**src/rtl/oam_port_arb.sv**
```systemverilog
// OAM port arbiter and DMA write sequencer.
// It shares the single OAM SRAM port among DMA byte writes, PPU word reads and
// CPU byte accesses. Requests sampled on one edge own the port for the
// following cycle. Read data returns one cycle after the SRAM access.
module oam_port_arb #(
  parameter int OAM_BYTES = 160
) (
  input  logic        clk1,
  input  logic        nreset6,
  input  logic        dma_run,
  input  logic        dma_step,
  input  logic [7:0]  dma_a_lo,
  input  logic [7:0]  dma_din,
  input  logic        ppu_req,
  input  logic [6:0]  ppu_a,
  output logic [15:0] ppu_dout,
  output logic        ppu_rvalid,
  input  logic        cpu_req,
  input  logic        cpu_wr,
  input  logic [7:0]  cpu_a,
  input  logic [7:0]  cpu_din,
  output logic [7:0]  cpu_dout,
  output logic        cpu_rvalid,
  output logic [6:0]  oam_a,
  output logic        oam_we_l,
  output logic        oam_we_h,
  output logic [7:0]  oam_wdata,
  input  logic [15:0] oam_rdata,
  output logic [7:0]  dma_wr_cnt,
  output logic        dma_done
);

  localparam logic [8:0] LIM  = 9'(OAM_BYTES);
  localparam logic [8:0] LAST = 9'(OAM_BYTES - 1);

  // CPU read response kinds, resolved at grant time and applied one cycle later
  localparam logic [1:0] RSP_DATA = 2'd0;
  localparam logic [1:0] RSP_BLK  = 2'd1;
  localparam logic [1:0] RSP_ZERO = 2'd2;

  typedef enum logic [2:0] {
    S_IDLE,
    S_DMA_WR,
    S_PPU_RD,
    S_CPU_RD,
    S_CPU_WR
  } state_t;

  state_t      state_q, state_d;
  logic [6:0]  oam_a_q, oam_a_d;
  logic        we_l_q, we_l_d;
  logic        we_h_q, we_h_d;
  logic [7:0]  wdata_q, wdata_d;
  logic [7:0]  cnt_q, cnt_d;
  logic        done_q, done_d;
  logic        ppu_pend_q, ppu_pend_d;
  logic        ppu_blk_q, ppu_blk_d;
  logic        cpu_pend_q, cpu_pend_d;
  logic [1:0]  cpu_kind_q, cpu_kind_d;
  logic        cpu_lane_q, cpu_lane_d;
  logic [15:0] ppu_dout_q, ppu_dout_d;
  logic        ppu_rvalid_q, ppu_rvalid_d;
  logic [7:0]  cpu_dout_q, cpu_dout_d;
  logic        cpu_rvalid_q, cpu_rvalid_d;

  logic lock;
  logic dma_in_rng;
  logic cpu_in_rng;
  logic dma_last;

  // Lockout covers a running DMA, a step arriving now, and a write still in its slot
  // (the last case keeps the lockout alive for the cycle after dma_run falls).
  assign lock       = dma_run | dma_step | (state_q == S_DMA_WR);
  assign dma_in_rng = ({1'b0, dma_a_lo} < LIM);
  assign cpu_in_rng = ({1'b0, cpu_a} < LIM);
  assign dma_last   = ({1'b0, dma_a_lo} == LAST);

  // Grant selection and SRAM port drive for the next cycle, plus response tagging
  always_comb begin
    state_d    = S_IDLE;
    oam_a_d    = oam_a_q;
    we_l_d     = 1'b0;
    we_h_d     = 1'b0;
    wdata_d    = wdata_q;
    done_d     = 1'b0;
    cnt_d      = cnt_q;
    ppu_pend_d = ppu_req;
    ppu_blk_d  = lock;
    cpu_pend_d = cpu_req & ~cpu_wr;
    cpu_lane_d = cpu_a[0];
    cpu_kind_d = RSP_DATA;

    // Every DMA slot counts, including out-of-range offsets; idle DMA clears
    if (dma_step) begin
      if (cnt_q != 8'hFF) begin
        cnt_d = cnt_q + 8'd1;
      end
    end else if (!dma_run) begin
      cnt_d = 8'h00;
    end

    if (lock || ppu_req) begin
      cpu_kind_d = RSP_BLK;
    end else if (!cpu_in_rng) begin
      cpu_kind_d = RSP_ZERO;
    end

    if (dma_step) begin
      state_d = S_DMA_WR;
      oam_a_d = dma_a_lo[7:1];
      wdata_d = dma_din;
      if (dma_in_rng) begin
        we_l_d = ~dma_a_lo[0];
        we_h_d = dma_a_lo[0];
      end
      done_d  = dma_last;
    end else if (ppu_req && !lock) begin
      state_d = S_PPU_RD;
      oam_a_d = ppu_a;
    end else if (cpu_req && !lock && cpu_in_rng) begin
      oam_a_d = cpu_a[7:1];
      if (cpu_wr) begin
        state_d = S_CPU_WR;
        wdata_d = cpu_din;
        we_l_d  = ~cpu_a[0];
        we_h_d  = cpu_a[0];
      end else begin
        state_d = S_CPU_RD;
      end
    end
  end

  // Read return stage: capture SRAM data (or the substituted value) one cycle after access
  always_comb begin
    ppu_rvalid_d = ppu_pend_q;
    cpu_rvalid_d = cpu_pend_q;
    ppu_dout_d   = ppu_dout_q;
    cpu_dout_d   = cpu_dout_q;
    if (ppu_pend_q) begin
      ppu_dout_d = ppu_blk_q ? 16'hFFFF : oam_rdata;
    end
    if (cpu_pend_q) begin
      case (cpu_kind_q)
        RSP_BLK:  cpu_dout_d = 8'hFF;
        RSP_ZERO: cpu_dout_d = 8'h00;
        default:  cpu_dout_d = cpu_lane_q ? oam_rdata[15:8] : oam_rdata[7:0];
      endcase
    end
  end

  // State and output registers; async reset drops any pending write at once
  always_ff @(posedge clk1 or negedge nreset6) begin
    if (!nreset6) begin
      state_q      <= S_IDLE;
      oam_a_q      <= 7'd0;
      we_l_q       <= 1'b0;
      we_h_q       <= 1'b0;
      wdata_q      <= 8'd0;
      cnt_q        <= 8'd0;
      done_q       <= 1'b0;
      ppu_pend_q   <= 1'b0;
      ppu_blk_q    <= 1'b0;
      cpu_pend_q   <= 1'b0;
      cpu_kind_q   <= RSP_DATA;
      cpu_lane_q   <= 1'b0;
      ppu_dout_q   <= 16'd0;
      ppu_rvalid_q <= 1'b0;
      cpu_dout_q   <= 8'd0;
      cpu_rvalid_q <= 1'b0;
    end else begin
      state_q      <= state_d;
      oam_a_q      <= oam_a_d;
      we_l_q       <= we_l_d;
      we_h_q       <= we_h_d;
      wdata_q      <= wdata_d;
      cnt_q        <= cnt_d;
      done_q       <= done_d;
      ppu_pend_q   <= ppu_pend_d;
      ppu_blk_q    <= ppu_blk_d;
      cpu_pend_q   <= cpu_pend_d;
      cpu_kind_q   <= cpu_kind_d;
      cpu_lane_q   <= cpu_lane_d;
      ppu_dout_q   <= ppu_dout_d;
      ppu_rvalid_q <= ppu_rvalid_d;
      cpu_dout_q   <= cpu_dout_d;
      cpu_rvalid_q <= cpu_rvalid_d;
    end
  end

  assign oam_a      = oam_a_q;
  assign oam_we_l   = we_l_q;
  assign oam_we_h   = we_h_q;
  assign oam_wdata  = wdata_q;
  assign dma_wr_cnt = cnt_q;
  assign dma_done   = done_q;
  assign ppu_dout   = ppu_dout_q;
  assign ppu_rvalid = ppu_rvalid_q;
  assign cpu_dout   = cpu_dout_q;
  assign cpu_rvalid = cpu_rvalid_q;

endmodule

```
**config.mk**
```make
export PLATFORM = sky130hd
export DESIGN_NAME = oam_port_arb
export DESIGN_NICKNAME = d
export VERILOG_FILES = /design/src/rtl/oam_port_arb.sv
export SDC_FILE = /design/constraint.sdc
export NUM_CORES = 1
export LEC_CHECK = 0
export BUFFER_PORTS_ARGS = -buffer_cell sky130_fd_sc_hd__buf_2
export CAP_MARGIN = 10
export CORE_MARGIN = 8
export CORE_UTILIZATION = 30
export DETAILED_ROUTE_END_ITERATION = 10
export GPL_ROUTABILITY_DRIVEN = 0
export GPL_TIMING_DRIVEN = 0
export SLEW_MARGIN = 20
export SYNTH_ARGS = -nofsm -noshare
export SYNTH_HDL_FRONTEND = slang
export SYNTH_SLANG_ARGS = --single-unit
```
**constraint.sdc**
```tcl
create_clock -name clk1 -period 3.1 [get_ports clk1]
set_input_delay 0.155 -clock clk1 [delete_from_list [all_inputs] [get_ports clk1]]
set_output_delay 0.155 -clock clk1 [all_outputs]
set_load 0.005 [all_outputs]
```
# ---- Word-level counts from Yosys, hierarchy flattened
# Cells that the tools add are included.
# W data, S select, Z words.
dict set report op_classes {
  n_addsub 1
  order_cmp 2
  n_eq_ne 8
  mux 30
  bitwise_logic 6
  n_reduce_logical 10
}
# cell n
set op_table {}
lappend op_table {{$mux W8} 8}
lappend op_table {{$mux W7} 3}
lappend op_table {{$lt A8 B8 Y1 const B} 2}
lappend op_table {{$mux W16} 1}
lappend op_table {{$pmux W8 S2} 1}
lappend op_table {{$mux W3} 4}
lappend op_table {{$mux W1} 11}
lappend op_table {{$add A8 B1 Y8 const B} 1}
lappend op_table {{$eq A8 B8 Y1 const B} 1}
lappend op_table {{$ne A8 B8 Y1 const B} 1}
lappend op_table {{$mux W2} 2}
lappend op_table {{$ne A2 B1 Y1 const B} 2}
lappend op_table {{$reduce_bool A2 Y1} 2}
lappend op_table {{$eq A3 B1 Y1 const B} 1}
lappend op_table {{$logic_and A1 B1 Y1} 3}
lappend op_table {{$not A1 Y1} 3}
lappend op_table {{$reduce_and A3 Y1} 1}
lappend op_table {{$reduce_bool A3 Y1} 1}
lappend op_table {{$eq A2 B1 Y1 const B} 1}
lappend op_table {{$eq A2 B2 Y1 const B} 1}
lappend op_table {{$ne A2 B2 Y1 const B} 1}
lappend op_table {{$or A1 B1 Y1} 2}
lappend op_table {{$reduce_and A2 Y1} 1}
lappend op_table {{$and A1 B1 Y1} 1}
lappend op_table {{2 further kinds} 2}
dict set report word_totals {
  register_bits 61
  inputBits 62
  out_inout_bits 52
  elab_cells 73
}

# ---- Logic depth before layout (Yosys ltp)
# Gate-level depths: netlist of run 1.
dict set report logic_depth {
  ltp_word 8
  ltp_mapped 7
  depth_no_buf 6
}

# ---- Worst setup path after synthesis of run 1
# OpenSTA, ideal clock, no wires.
dict set report synth_path {
  path_kind {register to register}
  startpoint {register cnt_q[0], in the netlist dma_wr_cnt[0]}
  endpoint {register cnt_q[1], in the netlist dma_wr_cnt[1]}
  setup_time_ps 121
  t_arrival_ps 1513
  required_time_ps 2979
  setup_slack_ps 1466
  stages_incl_launch_ff 6
  n_path_buf 0
  synth_period_minus_slack_ps 1634
  path_cell_list {dfrtp_1 ha_1 nand4_1 nor2_1 mux2_2 a22o_1}
}
dict set report synth_via {
  elab_chain_cells 3
  elab_cells_between_ends 6
  cone_classes {add/sub (1); eq/ne (2); mux (2); reduce/logical (1)}
}
# item line_no
set synth_rtl {}
lappend synth_rtl {{start: declaration} 54} ;# logic [7:0] cnt_q, cnt_d;
lappend synth_rtl {{start signal: assignment} 176} ;# cnt_q <= cnt_d;
lappend synth_rtl {{$add A8 B1 Y8 / $ne A8 B8 Y1 (equally long branches)} {96, 95}}
lappend synth_rtl {{$mux W8 / $ne A2 B1 Y1 (equally long branches)} -}
lappend synth_rtl {{$mux W8 / $reduce_and A2 Y1 (equally long branches)} -}
# Parallel ways exist; a longest one is shown, timed or not. The select of a mux whose other input is x is not followed.
# A chain may end at the register's enable or synchronous reset.

# ---- Worst setup path after layout of run 1
dict set report layout_path {
  startpoint {register cpu_kind_q[0]}
  endpoint {register cpu_dout_q[7], in the netlist cpu_dout[7]}
}
dict set report layout_via {
  elab_chain_cells 2
  elab_cells_between_ends 3
  cone_classes {eq/ne (2); mux (1)}
}
# item line_no
set layout_rtl {}
lappend layout_rtl {{start: declaration} 59} ;# logic [1:0] cpu_kind_q, cpu_kind_d;
lappend layout_rtl {{start signal: assignment} 181} ;# cpu_kind_q <= cpu_kind_d;
lappend layout_rtl {{$eq A2 B2 Y1 / $eq A2 B1 Y1 (equally long branches)} 143} ;# case (cpu_kind_q)
lappend layout_rtl {{$pmux W8 S2 *} 143}
lappend layout_rtl {{end signal: assignment} 185} ;# cpu_dout_q <= cpu_dout_d;
lappend layout_rtl {{end: declaration} 63} ;# logic [7:0] cpu_dout_q, cpu_dout_d;
# Every way passes the cells marked *; elsewhere a longest branch is shown, timed or not.

==> metrics.md, run 1 <==
| Metric | Value |
|---|---|
| Final critical-path required period | `1.83 ns` |
| Slew margin rel. | `62.2%` |
| Clock slew at reported path FFs | `0.06 ns` |
| Number of synthesized flops with an enable pin | `0` |
| Crit end category | `flip-flop` |
| Pin count of the biggest net entering global routing | `42` |
| Final Setup Violations | `0` |
| Post-synthesis average cell area | `10.2 µm²` |
| Actual slew at the worst max-slew pin | `0.567 ns` |
| 1st-iter DRT viols | `124` |
| Die area | `13,000 µm²` |
| Critical path launch point type | `flip-flop` |
| Port Buf Inserts | `113` |
| Outcome | `complete, no violations` |
| Num CTS Buffers | `9` |
| Register area | `1530 µm²` |
| H-tree depth | `3` |
| Path depth of the worst reg2reg path | `5` |
| Die Ht | `114 µm` |
| Antenna violations before repair | `0` |
| Largest area contributor in the netlist | `dfrtp_1` |
| Critical Path RT | `3.31 ns` |
| Gr usage total | `12.9%` |
| # DRC | `0` |
| Pre-antenna DRT Iters | `4` |
| Clk root buf | `clkbuf_8` |
| Wirelength, routed | `8.35 mm` |
| Post-Place Worst Slack | `1.30 ns` |
| Worst min path class | `in -> reg` |
| CTS max path bufs | `2` |
| Synth area leaders | `dfrtp_1 (53%), a21oi_1 (8.7%), nor2_1 (5.2%), nor2b_1 (3.9%), mux2_2 (3.5%)` |
| Vias in the first global route | `2,619` |
| Area delta synth->final | `33.1%` |
| Number of fillers in the final layout | `972` |
| Syn Inst Count | `282` |
| # nets final | `473` |
| RSZ-0062 raised after global routing | `no` |
| Synth async-reset ratio | `100%` |
| CP arrival | `2.04 ns` |
| WS Path Type | `reg -> reg` |
| Die X | `114 µm` |
| LEAKAGE | `1.72 nW` |
| Cell Pwr Density | `476 nW/µm²` |
| Max_cap viols | `0` |
| Worst hold endpoint | `oam_we_l` |
| Setup TNS | `0 ns` |
| Later-pin clock latency in the skew report | `0.33 ns` |
| CTS tree | `yes` |
| #FFs+latches synth | `61` |
| Yosys cell types | `43` |
| Core Box Area | `9280 µm²` |
| Commonest non-fill, non-tap cell in the layout | `buf_2` |
| Clk sinks | `61` |
| Register area share after synthesis | `53.0%` |
| Worst clock skew | `0.00612 ns` |
| Final worst setup slack | `1.27 ns` |
| Hold Path Stages | `2` |
| IO Pins | `114` |
| DPL Wire Length | `6.44 mm` |
| GRT overflow | `0` |
| Starting Density | `31.0%` |
| Worst R2R Setup Slack | `1.27 ns` |
| Critical R2R Capture | `cpu_dout[7]` |
| Hold Violations, Final | `0` |
| Post-synthesis net count | `346` |
| Slew Limit Fails | `0` |
| VDD IR max | `0.000207 V` |
| Mapped cell area | `2880 µm²` |
| CP max FO | `9` |
| Count of yosys warnings during synthesis | `0` |
| First-pass GRT wire length | `13.3 mm` |
| Area of the multi-input gates | `1260 µm²` |
| Synth top area share | `53.0%` |
| ANT cells | `0` |
| Layout cells sized above 1 | `36.7%` |
| Final ANT Viol Nets | `0` |
| Vias/cell | `4.72` |
| Ys flop type | `dfrtp_1` |
| Row Count | `35` |
| Drt wl/cell | `15.4 µm` |
| Hold Startpoint | `dma_a_lo[0]` |
| Tot Pwr | `1.82 mW` |
| Fmax | `546 MHz` |
| R2r startpoint | `cpu_kind_q[0]` |
| Via count | `2,555` |
| Most frequent cells in the layout | `buf_2 (117), dfrtp_1 (61), a21oi_1 (50)` |
| Period utilization | `59.1%` |
==> flip-flops by register name (all words and copies together) (netlist names), 2 cells and up <==
register	flops
cpu_dout	8
cpu_kind_q	2
dma_wr_cnt	8
oam_a	7
oam_wdata	8
ppu_dout	16
state_q	3
==> power by group <==
part           switching [mW]  internal (mW)
logic                   0.152          0.136
registers              0.0348          0.850
clock network           0.285          0.368
==> through the flow <==
stage / hold slack [ns] / util, % / cell area [µm²] / instances
6_report: 0.0404 / 41.3 / 3830 / 541
5_1_grt: 0.0318 / 41.3 / 3830 / 541
4_1_cts: 0.0107 / 41.3 / 3830 / 541
3_5_place_dp: 0.0629 / 39.1 / 3630 / 525
3_3_place_gp: 0.297 / 38.8 / 3600 / 524
2_1_floorplan: -0.141 / - / 2880 / 282
==> cells in the mapped netlist (2+ instances only) <==
library cell and number:
nand2_1 16, a31oi_1 5, o21ai_0 5, and3_1 2, inv_1 3, ha_1 2
buf_2 5, a21o_1 5, a21oi_1 50, nor2_1 40, a2111oi_1 4, dfrtp_1 61
nor3b_1 3, nor2b_1 18, mux2_2 9, a22o_1 2, clkbuf_1 10, mux2i_1 9
nor3_1 2, nand3_1 3, o31ai_1 6
==> worst max-delay path by stage <==
stage | from | endpoint | slack (ns) | cells past startpoint
floorplan | dma_wr_cnt[0] | dma_wr_cnt[1] | 1.47 | 5
global placement | state_q[0] | oam_a[3] | 1.36 | 6
detailed placement | cpu_kind_q[0] | cpu_dout[7] | 1.30 | 5
CTS | cpu_kind_q[0] | cpu_dout[7] | 1.29 | 5
global route | cpu_kind_q[0] | cpu_dout[7] | 1.12 | 5
finish | cpu_kind_q[0] | cpu_dout[7] | 1.27 | 5
==> routing by layer <==
| metal | global-route usage [%] | up-vias | routed length, µm |
|---|---|---|---|
| li1 | - | 1248 | - |
| met1 | 17.5 | 1195 | 4040 |
| met2 | 18.1 | 100 | 3500 |
| met3 | 4.38 | 12 | 673 |
| met4 | 5.06 | 0 | 132 |
| met5 | 0 | - | 0 |
==> area by class of cell <==
type | instances | area share (%)
clock inverters | 1 | 0.131
multi-input cells | 200 | 32.9
repair buffers | 116 | 15.9
clock buffers | 13 | 4.67
flip-flops and latches | 61 | 39.8
well taps | 129 | 4.21
plain buffers | 17 | 2.02
inverters | 4 | 0.392
==> kinds of logic after synthesis <==
kind of cell               share of synthesized area, %
and+or+nand+nor                                    17.4
DFF                                                53.0
buffers and inverters                              3.22
AOI/OAI and AO/OA                                  18.5
adders and majority gates                         0.869
muxes                                              6.65
xor gates and xnor gates                          0.304
==> worst max-delay path, cell delays in order, from the launching register on <==
cell      delay [ns]
dfrtp_1         0.37
ha_1            0.28
clkbuf_1        0.22
nor2_1          0.47
a21oi_1         0.10
mux2_2          0.28
==> what timing repair did <==
| action | 4_1_cts | 5_1_grt |
|---|---|---|
| gates resized for setup | 0 | 0 |
| hold buffers | 2 | 0 |
| endpoints found under the hold margin | 21 | 0 |
| setup buffers | 0 | 0 |
No activity file was read; power rests on OpenSTA's default activity.
==> run 2, diff against run 1 <==
clock period = 1.7 ns   (was 3.1 ns; I/O delays follow)
==> run 2 against run 1 <==
Critical endpoint is now dma_wr_cnt[1]. Flip-flop and latch count unchanged. Total power increased by 86%. Hold slack got worse by 0.027 ns. First-iteration DRC count increased by 8.9%. Largest power group unchanged. Clock skew about the same. Design area increased by 5.6%. Combinational power increased by 110%. Non-clock buffer count increased by 19. Clock power increased by 83%.
==> metrics.md, run 2 (synthesis gave the netlist of run 1 again) <==
| Metric | Value |
|---|---|
| Switching power | `876 µW (+86%)` |
| Placed cells | `525 (unchanged)` |
| WS Path Type | `reg -> reg` |
| Die X | `114 µm (unchanged)` |
| Die Ht | `114 µm (unchanged)` |
| Actual slew at the worst max-slew pin | `0.532 ns (-0.0348 ns)` |
| 1st-iter DRT viols | `135 (+8.9%)` |
| Cell Pwr Density | `839 nW/µm² (+76%)` |
| Via count | `2,685 (+5.1%)` |
| CTS max path bufs | `2 (unchanged)` |
| Placed cell areas | `3630 µm² (unchanged)` |
| Max_cap viols | `0 (unchanged)` |
| Pre-antenna DRT Iters | `4 (unchanged)` |
| Core Box Area | `9280 µm² (unchanged)` |
| Clock slew at reported path FFs | `0.06 ns (about the same)` |
| Crit end category | `flip-flop` |
| Gr usage total | `13.0% (+0.17 points)` |
| GRT overflow | `0 (unchanged)` |
| CTS tree | `yes` |
| # nets final | `492 (+4.0%)` |
| CP arrival | `1.83 ns (-0.21 ns)` |
| Antenna violations before repair | `0 (unchanged)` |
| Non-Filler Instances | `560 (+3.5%)` |
| DPL Wire Length | `6.44 mm (unchanged)` |
| Pin count of the biggest net entering global routing | `42 (unchanged)` |
| Slew margin rel. | `64.5% (+2.3 points)` |
| Period utilization | `94.7% (+36 points)` |
| Port Buf Inserts | `113 (unchanged)` |
| Clk root buf | `clkbuf_8` |
| Switch share | `25.8% (about the same)` |
| CP max FO | `5 (-4)` |
| Final Setup Violations | `0 (unchanged)` |
| Num CTS Buffers | `9 (unchanged)` |
| Reg power frac | `47.5% (-1.0 points)` |
| H-tree depth | `3 (unchanged)` |
| Outcome | `complete, no violations` |
| LEAKAGE | `1.81 nW (+5.3%)` |
| Int Power | `2.52 mW (+86%)` |
| Worst clock skew | `0.00611 ns (-0.00000544 ns)` |
| Tot Pwr | `3.39 mW (+86%)` |
| Slew Limit Fails | `0 (unchanged)` |
| Final critical-path required period | `1.61 ns (-0.221 ns)` |
| Wirelength, routed | `8.53 mm (+2.2%)` |
| Post-route design area | `4040 µm² (+5.6%)` |
| Later-pin clock latency in the skew report | `0.33 ns (about the same)` |
| Fmax | `621 MHz (+14%)` |
| Clk network pwr share | `35.0% (-0.7 points)` |
| First-pass GRT wire length | `13.6 mm (+1.8%)` |
| Worst min path class | `in -> reg` |
| Layout cells sized above 1 | `38.5% (+1.9 points)` |
| # DRC | `0 (unchanged)` |
| Row Count | `35 (unchanged)` |
| Final ANT Viol Nets | `0 (unchanged)` |
| Combinational power share | `17.5% (+1.7 points)` |
| Starting Density | `31.0% (unchanged)` |
| IO Pins | `114 (unchanged)` |
| Area delta synth->final | `40.5%` |
| Drt wl/cell | `15.2 µm (-1.3%)` |
| Die area | `13,000 µm² (unchanged)` |
| Clk sinks | `61 (unchanged)` |
| RSZ-0062 raised after global routing | `no` |
| Max reg flops | `16 (unchanged)` |
| Hold Violations, Final | `0 (unchanged)` |
| Critical path launch point type | `flip-flop` |
| VDD IR max | `0.000383 V (+85%)` |
| Vias in the first global route | `2,676 (+2.2%)` |
| Vias/cell | `4.79 (+1.5%)` |
| Most frequent cells in the layout | `buf_2 (117), dfrtp_1 (60), a21oi_1 (50)` |
| Commonest non-fill, non-tap cell in the layout | `buf_2` |
| ANT cells | `0 (unchanged)` |
| Critical Path RT | `1.92 ns (-1.39 ns)` |
==> run 2: cell types whose count changed in the layout (fill, tap and decap cells not counted), sizes merged <==
| cell | change |
|---|---|
| clkbuf | -1 |
| dlygate4sd3 | +13 |
| buf | +7 |
==> run 2: repair_timing <==
action	in CTS	in global routing
hold buffers	15	0
endpoints found under the hold margin	76	0
setup buffers	1	6
endpoints found under the setup margin	11	13
resized for setup	3	6
pin swaps	2	3
==> run 2: path summary, 6_finish.rpt <==
kind / startpoint / end / slack, ns / cells past startpoint
worst min-delay path: dma_din[2] / oam_wdata[2] / 0.01 / 3
worst min register to register: cpu_pend_q / cpu_rvalid / 0.39 / 0
min in group asynchronous: nreset6 / cpu_dout[5] / 0.19 / 2
max in group asynchronous: nreset6 / dma_wr_cnt[0] / 0.98 / 3
worst max register to register: dma_wr_cnt[0] / dma_wr_cnt[1] / 0.09 / 5
worst max-delay path: dma_wr_cnt[0] / dma_wr_cnt[1] / 0.09 / 5
==> run 2: area by class of cell <==
class | instances | area [µm²]
plain buffers | 16 | 73.8
clock buffers | 13 | 179
clock inverters | 1 | 5.00
fillers | 952 | 5240
inverters | 4 | 15.0
multi-input cells | 200 | 1290
flip-flops and latches | 61 | 1530
well taps | 129 | 161
repair buffers | 136 | 791
==> run 2: critical path: stages (launching register included) <==
cell	delay, ns
dfrtp_2	0.38
ha_2	0.21
nand4_1	0.14
nor2_2	0.19
mux2_2	0.35
a22o_1	0.23
==> run 2: through the flow <==
| stage | utilization [%] | setup WS [ns] | hold WS (ns) | TNS [ns] |
|---|---|---|---|---|
| floorplan | - | 0.0664 | -0.211 | 0 |
| global placement | 38.8 | -0.0435 | 0.227 | -0.0944 |
| detailed placement | 39.1 | -0.104 | -0.00714 | -0.715 |
| CTS | 42.8 | 0.0152 | 0.00146 | 0 |
| global route | 43.6 | 0.00623 | 0.00407 | 0 |
| finish | 43.6 | 0.0905 | 0.0138 | 0 |
==> run 2: metal layers <==
metal / part of all wire (%) / vias up / global-route usage, %
li1: - / 1291 / -
met1: 48 / 1264 / 17.9
met2: 43 / 120 / 18.6
met3: 7.9 / 10 / 4.01
met4: 1.5 / 0 / 5.06
met5: 0 / - / 0
==> run 2: power groups by stage <==
stage	clock network [mW]	registers, mW	logic [mW]
final	1.19	1.61	0.595
after global routing	1.32	1.62	0.658
after CTS	1.24	1.61	0.561
after detailed placement	0	1.64	0.529
after global placement	0	1.64	0.517
after floorplan	0	1.64	0.237
